**config.mk**
```make
export PLATFORM = sky130hd
export DESIGN_NAME = hamming_dec
export DESIGN_NICKNAME = d
export VERILOG_FILES = /design/src/rtl/hamming_dec.sv
export SDC_FILE = /design/constraint.sdc
export NUM_CORES = 1
export LEC_CHECK = 0
export BUFFER_PORTS_ARGS = -buffer_cell sky130_fd_sc_hd__buf_2
export CAP_MARGIN = 10
export CORE_UTILIZATION = 35
export DETAILED_ROUTE_END_ITERATION = 7
export GPL_TIMING_DRIVEN = 1
export SYNTH_ARGS = -nofsm -noshare
export SYNTH_HDL_FRONTEND = slang
export SYNTH_SLANG_ARGS = --single-unit
```
**constraint.sdc**
```tcl
create_clock -name clk -period 3.17 [get_ports clk]
set_clock_uncertainty 0.2 [all_clocks]
set_input_delay 0.317 -clock clk [delete_from_list [all_inputs] [get_ports clk]]
set_output_delay 0.317 -clock clk [all_outputs]
set_load 0.01 [all_outputs]
```
**src/rtl/hamming_dec.sv**
```systemverilog
// rtl/hamming_dec.sv - Hamming(21,16) single-error-correcting decoder with valid/ready handshakes
// Codeword bit i is position i+1; parity at positions 1,2,4,8,16.
module hamming_dec #(
  parameter bit CORRECT = 1'b1
) (
  input  logic        clk,
  input  logic        rst,
  input  logic [20:0] iData,
  input  logic        iValid,
  output logic        oReady,
  output logic [15:0] oData,
  output logic [1:0]  oErr,
  output logic [4:0]  oSyn,
  output logic        oValid,
  input  logic        iReady
);

  typedef enum logic [1:0] {IDLE, SYND, CORR, HOLD} state_t;

  state_t      state;
  state_t      state_nxt;
  logic [20:0] cw;
  logic [4:0]  syn;
  logic [4:0]  syn_c;
  logic [20:0] cw_fix;
  logic [1:0]  err_c;
  logic [15:0] data_c;

  always_ff @(posedge clk or negedge rst) begin
    if (!rst) state <= IDLE;
    else      state <= state_nxt;
  end

  always_comb begin
    state_nxt = state;
    case (state)
      IDLE:    if (iValid) state_nxt = SYND;
      SYND:    state_nxt = CORR;
      CORR:    state_nxt = HOLD;
      HOLD:    if (iReady) state_nxt = IDLE;
      default: state_nxt = IDLE;
    endcase
  end

  assign oReady = (state == IDLE);

  // Syndrome bit k covers every position whose index has bit k set.
  always_comb begin
    syn_c = '0;
    for (int p = 1; p <= 21; p++) begin
      for (int k = 0; k < 5; k++) begin
        if (((p >> k) & 1) == 1) syn_c[k] = syn_c[k] ^ cw[p-1];
      end
    end
  end

  always_comb begin
    cw_fix = cw;
    err_c  = 2'b00;
    if (syn != 5'd0 && syn <= 5'd21) begin
      err_c = 2'b01;
      if (CORRECT) cw_fix[syn - 5'd1] = ~cw[syn - 5'd1];
    end else if (syn != 5'd0) begin
      err_c = 2'b10;
    end
    data_c = {cw_fix[20:16], cw_fix[14:8], cw_fix[6:4], cw_fix[2]};
  end

  always_ff @(posedge clk or negedge rst) begin
    if (!rst) begin
      cw     <= '0;
      syn    <= '0;
      oData  <= '0;
      oErr   <= '0;
      oSyn   <= '0;
      oValid <= 1'b0;
    end else begin
      case (state)
        IDLE: if (iValid) cw <= iData;
        SYND: syn <= syn_c;
        CORR: begin
          oData  <= data_c;
          oErr   <= err_c;
          oSyn   <= syn;
          oValid <= 1'b1;
        end
        HOLD: if (iReady) oValid <= 1'b0;
        default: ;
      endcase
    end
  end

endmodule

```
==> metrics.md, run 1 <==
| Metric | Value |
|---|---|
| Setup_tns | 0 ns |
| Synthesized instance count | 291 |
| Top post-synthesis cells by area | dfrtp_1, mux2_2, xnor2_1, ha_1, mux2i_1 |
| Register area share after synthesis | 0.422 |
| Pre-antenna DRT Iters | 4 |
| Vias in the first global route | roughly 2,200 |
| Num CTS Buffers | 5 |
| CTS Hold Bufs | 2 |
| Rel. slew slack | 0.439 |
| Clock power share | 0.080 |
| Die H | 95.8 um |
| Initial antenna violation count | 0 |
| Post-synthesis async set-or-reset flop share | 1.00 |
| Sw Share | 0.444 |
| Combinational power share | 0.614 |
| Minimum clock period | between 2 and 3 ns |
| First-pass GRT wire length | roughly 11 mm |
| Cell taking the most area after synthesis | dfrtp_1 |
| # rows | 33 |
| CTS Buffer Depth | 2 |
| Core area | approximately 8400 um^2 |
| IO buf count | just under 50 |
| Synth Flop Type | dfrtp_1 |
| Setup ws final | between 0.3 and 0.4 ns |
| Setup Buffers After CTS | 0 |
| Clk sinks | 52 |
| Largest net degree at the start of global routing | 34 |
| Filler cells | 849 |
| GRT Util Overall | 0.165 |
| Mapped Area | slightly above 3000 um^2 |
| Die Area | between 9000 and 10,000 um^2 |
| PwrDens | between 1000 and 1500 nW/um^2 |
| Pre-CTS setup slack | roughly 0.43 ns |
| Number of synthesized flops with an enable pin | 0 |
| Reg clk slew, reported paths | around 0.1 ns |
| Multi-input logic area | around 1600 um^2 |
| Register bit total from synthesis | between 50 and 60 |
| Clk root buf | clkbuf_8 |
| CP Capture Type | flop |
| Seq pwr share | 0.306 |
| Routed vias/inst | just over 5 |
| Leakage | around 1.5 nW |
| Max-slew violation count | 0 |
| Sw Pwr | around 0.0021 W |
| Critical Path RT | 3.14 ns |
| Vias | around 2,300 |
| Area grow syn2layout | 15.4% |
| Crit path max fanout | 10 |
| Share of post-route cells with drive strength above 1 | 0.303 |
| Warnings from Yosys | 0 |
| Crit start category | flop |
| Setup CP Type | flop to flop |
| DP Cell Count | ~440 |
| Fmax | approximately 360 MHz |
| Final period util | 0.878 |
| Most common library cells after synthesis | dfrtp_1, xnor2_1, mux2_2 |
| Post-DP HPWL | 5.20 mm |
| Post-layout util | 0.424 |
| Initial Util | 0.368 |
| Post-route insts no fill | 448 |
| CTS tree | built |
| Final #Nets | about 380 |
| Antenna-violating nets left | 0 |
| Syn Nets | 325 |
| Routed WL | around 6.9 mm |
| DRC viols | 0 |
| Critical path arrival | 2.75 ns |
| Routed wire per std cell | around 15 um |
| Hold WC Path Type | input port to flop |
| Gp weighted congestion | ~0.8 |
| Max Cap Viol | 0 |
| Syn avg cell area | 10.6 um^2 |
| Slew @ Worst Pin | roughly 0.84 ns |
| Worst vdd ir | 0.694 mV |
| Setup violations, final | 0 |
| DR iter-0 viols | roughly 140 |
| Die X | 95.8 um |
| Setup repair after global routing missed its margin | false |
| Post-synth top area share | 0.422 |
| Status | finished clean |
| Synth unique cells | 42 |
| Final Hold Fails | 0 |
| # IOs | 50 |
| Clock latency at the later pin of the worst-skew pair | between 0.3 and 0.4 ns |
| Pint | roughly 0.0026 W |
| CTS H-tree lvls | 2 |
| Register area | roughly 1300 um^2 |
| Top-count cell post-synth | dfrtp_1 |
| Total gr overflow | 0 |
| Post-cts sizing count | 0 |
| Antenna cells | 0 |
## flip-flops by register name, indices dropped and copies added, names as in the netlist
register	flops
syn	5
state	2
oSyn	5
oErr	2
cw	21
oData	16
oValid	1
## power by group through the flow
stage | logic, W | registers, W | clock network, W
3_3_place_gp | 0.00284 | 0.00144 | 0
2_1_floorplan | 0.00226 | 0.00135 | 0
4_1_cts | 0.00289 | 0.00143 | 0.000392
3_5_place_dp | 0.00288 | 0.00144 | 0
5_1_grt | 0.00319 | 0.00148 | 0.000419
6_report | 0.00287 | 0.00143 | 0.000375
## cells in the final DEF, fill, tap and decap left out, drive strengths merged, types with 2 or more instances in the layout
| master | synthesis | layout |
|---|---|---|
| o32ai | 2 | 2 |
| o221ai | 15 | 15 |
| nor3b | 3 | 3 |
| nor2 | 12 | 12 |
| xor2 | 6 | 6 |
| o21ai | 9 | 9 |
| mux4 | 2 | 2 |
| nor3 | 5 | 5 |
| nand2 | 15 | 15 |
| mux2i | 11 | 11 |
| a21oi | 10 | 10 |
| dfrtp | 52 | 52 |
| nand2b | 4 | 4 |
| inv | 26 | 26 |
| o22ai | 2 | 2 |
| ha | 9 | 9 |
| mux2 | 26 | 26 |
| clkbuf | 9 | 6 |
| nand3b | 2 | 2 |
| buf | 4 | 55 |
| nand3 | 19 | 19 |
| xnor2 | 28 | 28 |
| o21a | 2 | 2 |
| a22oi | 2 | 2 |
| dlygate4sd3 | 0 | 2 |
| nor2b | 6 | 6 |
## layer usage
metal  vias up  part of all wire  GRT usage
met5         -                 0          0
met4         0             0.011     0.0398
met3         9             0.050     0.0292
met2        62              0.45      0.257
met1      1123              0.48      0.238
li1       1120                 -          -
## through the flow
step / hold WS (ns) / power (W) / instance area, um^2
global route: 0.0196 / 0.00509 / 3560
finish: 0.0317 / 0.00467 / 3560
detailed placement: 0.0808 / 0.00432 / 3450
floorplan: -0.179 / 0.00361 / 3080
global placement: 0.0822 / 0.00428 / 3450
CTS: 0.0196 / 0.00471 / 3560
## logic make-up (layout without fill, tap and decap cells)
group           after synthesis  in the layout  synth area share
buf+inv                      39             91            0.0512
flops                        52             52             0.422
simple gates                 68             68             0.111
mux                          39             39             0.145
xor+xnor                     34             34            0.0991
compound gates               50             50             0.134
fa+ha+maj                     9              9            0.0366
## worst max-delay path: stages, from the launching register on
cell and delay [ns]:
dfrtp_1 0.52, inv_1 0.14, ha_1 0.55, mux2i_1 0.13
mux4_2 0.51, o221a_4 0.32, o21ai_1 0.16, o221ai_1 0.12
## worst paths after layout
kind	start	to	slack (ns)	depth (start not counted)
max	syn[1]	oData[8]	0.39	7
min	iData[5]	cw[5]	0.03	2
max reg2reg	syn[1]	oData[8]	0.39	7
min reg2reg	oSyn[2]	oSyn[2]	0.31	1
max in group asynchronous	rst	oSyn[4]	1.70	3
min in group asynchronous	rst	cw[13]	0.27	2
## area by class of cell
class | instances | share of cell area
multi-input combinational | 200 | 0.457
sequential | 52 | 0.366
timing repair buffer | 57 | 0.0873
tap | 105 | 0.0369
inverter | 26 | 0.0281
clock buffer | 6 | 0.0204
clock inverter | 2 | 0.00457
Power figures use the tool's default switching activity.
==> run 2: changes to the inputs <==
CTS_BUF_LIST = sky130_fd_sc_hd__clkbuf_16   (was default)
==> run 2 against run 1 <==
Compared with the run above: die area unchanged; first-iteration DRC count down 18%; largest power group unchanged; combinational power about the same; critical endpoint unchanged; fmax up 0.99%; final cell count down 0.22%; setup slack better by 0.027 ns; register-to-register slack better by 0.03 ns; total power up 3.7%; highest routed layer unchanged; clock power up 42%; clock-buffer cell count down 1; core utilization up 0.55 points.
==> metrics.md, run 2 (synthesis results as in run 1) <==
| Metric | Value |
|---|---|
| PwrDens | ~1300 nW/um^2 |
| Initial Util | 0.368 |
| GRT busiest layer | met2 |
| IO buf count | 49 |
| Worst vdd ir | between 0.6 and 0.7 mV |
| Antenna-violating nets left | 0 |
| Final Hold Fails | 0 |
| CP Capture Type | flop |
| Rel. slew slack | 0.440 |
| Final period util | 0.869 |
| Slew @ Worst Pin | between 0.8 and 0.9 ns |
| First-pass GRT wire length | 11.4 mm |
| Clk sinks | 52 |
| Setup CP Type | flop to flop |
| Most frequent cells in the layout | dfrtp_1, buf_2, xnor2_1, inv_1, mux2_2 |
| Minimum clock period | ~2.8 ns |
| Multi-input logic area | around 1600 um^2 |
| Vias in the first global route | around 2,200 |
| Area grow syn2layout | 16.9% |
| Hold WC Path Type | input port to flop |
| DRC viols | 0 |
| Register area | between 1000 and 1500 um^2 |
| Setup repair after global routing missed its margin | false |
| WP buf/inv | 1 |
| Max stage delay on crit path | 0.55 ns |
| Critical Path RT | approximately 3.1 ns |
| Setup_tns | 0 ns |
| Pwr Total | just under 0.005 W |
| Setup Buffers After CTS | 0 |
| Antenna cells | 0 |
| Critical Path Slowest Stage Cell | ha_1 |
| Post-DP HPWL | between 5 and 6 mm |
| Gp weighted congestion | just over 0.8 |
| Max reg flops | 21 |
| CTS H-tree lvls | 2 |
| Pre-antenna DRT Iters | 4 |
| Worst path cell trace | inv_1 -> ha_1 -> mux2i_1 -> mux4_2 -> o221a_4 -> o21ai_1 -> o221ai_1 |
| Initial antenna violation count | 0 |
| Final #Nets | between 300 and 400 |
| GR Util met2 | 0.257 |
| Die H | 95.8 um |
| Routed wire per std cell | between 15 and 20 um |
| Clock latency at the later pin of the worst-skew pair | around 0.3 ns |
| # rows | 33 |
| Leakage | ~1.6 nW |
| Biggest regs | cw x21, oData x16 |
| Share of post-route cells with drive strength above 1 | 0.304 |
| Largest Register | cw |
| Max Cap Viol | 0 |
| Placed cell area | about 3400 um^2 |
| Post-layout util | 0.430 |
| Largest net degree at the start of global routing | 34 |
| GRT met3 Usage | 0.0292 |
| Total gr overflow | 0 |
| Setup violations, final | 0 |
| Vias | 2,299 |
| # IOs | 50 |
| Grt met1 use | 0.241 |
| CP top delay family | multiplexers |
| Filler cells | 849 |
| Critical path arrival | about 2.7 ns |
| Crit path max fanout | 10 |
| Die X | between 90 and 100 um |
| Die Area | between 9000 and 10,000 um^2 |
| Num CTS Buffers | 5 |
| GRT Util Overall | 0.166 |
| Reg clk slew, reported paths | about 0.07 ns |
| Core area | between 8000 and 9000 um^2 |
| Fmax | approximately 360 MHz |
| CTS tree | built |
| Clk root buf | clkbuf_16 |
| CTS Buffer Depth | 2 |
| Finished Cell Area | 3600 um^2 |
| Routed WL | 6.91 mm |
| Status | finished clean |
| Max-slew violation count | 0 |
| DR iter-0 viols | between 100 and 150 |
| Leading cell type in the layout, fill and taps excluded | dfrtp_1 |
| Crit start category | flop |
| Routed vias/inst | about 5.1 |
-- run 2: cell types whose count changed in the layout (fill, tap and decap cells not counted) --
cell / before / now
clkbuf_16: 0 / 5
clkbuf_8: 5 / 0
clkbuf_1: 1 / 0
dlygate4sd3_1: 2 / 1
inv_1: 25 / 26
-- run 2: worst paths after layout --
path | endpoint | slack [ns] | from | cells past startpoint
worst max-delay path | oData[8] | 0.41 | syn[1] | 7
worst min-delay path | oValid | 0.03 | iReady | 2
worst max register to register | oData[8] | 0.41 | syn[1] | 7
worst min register to register | oSyn[0] | 0.30 | oSyn[0] | 1
max in group asynchronous | oData[5] | 1.67 | rst | 3
min in group asynchronous | cw[9] | 0.29 | rst | 2
-- run 2: where the power goes --
part           total (W)  leakage (nW)  internal (W)  switching [W]
clock           0.000534        0.0712      0.000291       0.000243
sequential       0.00143         0.619       0.00100       0.000425
combinational    0.00288         0.864       0.00144        0.00144
-- run 2: layout make-up --
cell class,instances,area share
tap,105,0.0365
inverter,26,0.0278
clock buffer,5,0.0347
sequential,52,0.361
clock inverter,3,0.00556
multi-input combinational,200,0.451
timing repair buffer,56,0.0834
-- run 2: repair_timing --
action                    in CTS  in global routing
hold buffers                   1                  0
hold endpoints to repair      19                  0
resized for setup              0                  0
-- run 2: layer usage --
layer | routed length [um] | vias up
met5 | 0 | -
met4 | 74 | 0
met3 | 338 | 8
met2 | 3190 | 57
met1 | 3310 | 1110
li1 | - | 1124
-- run 2: metrics by stage --
stage	instances	setup WS [ns]	hold WS, ns
floorplan	291	0.572	-0.179
global placement	438	0.525	0.0822
detailed placement	438	0.428	0.0808
CTS	447	0.428	0.0261
global route	447	0.291	0.0327
finish	447	0.414	0.0332
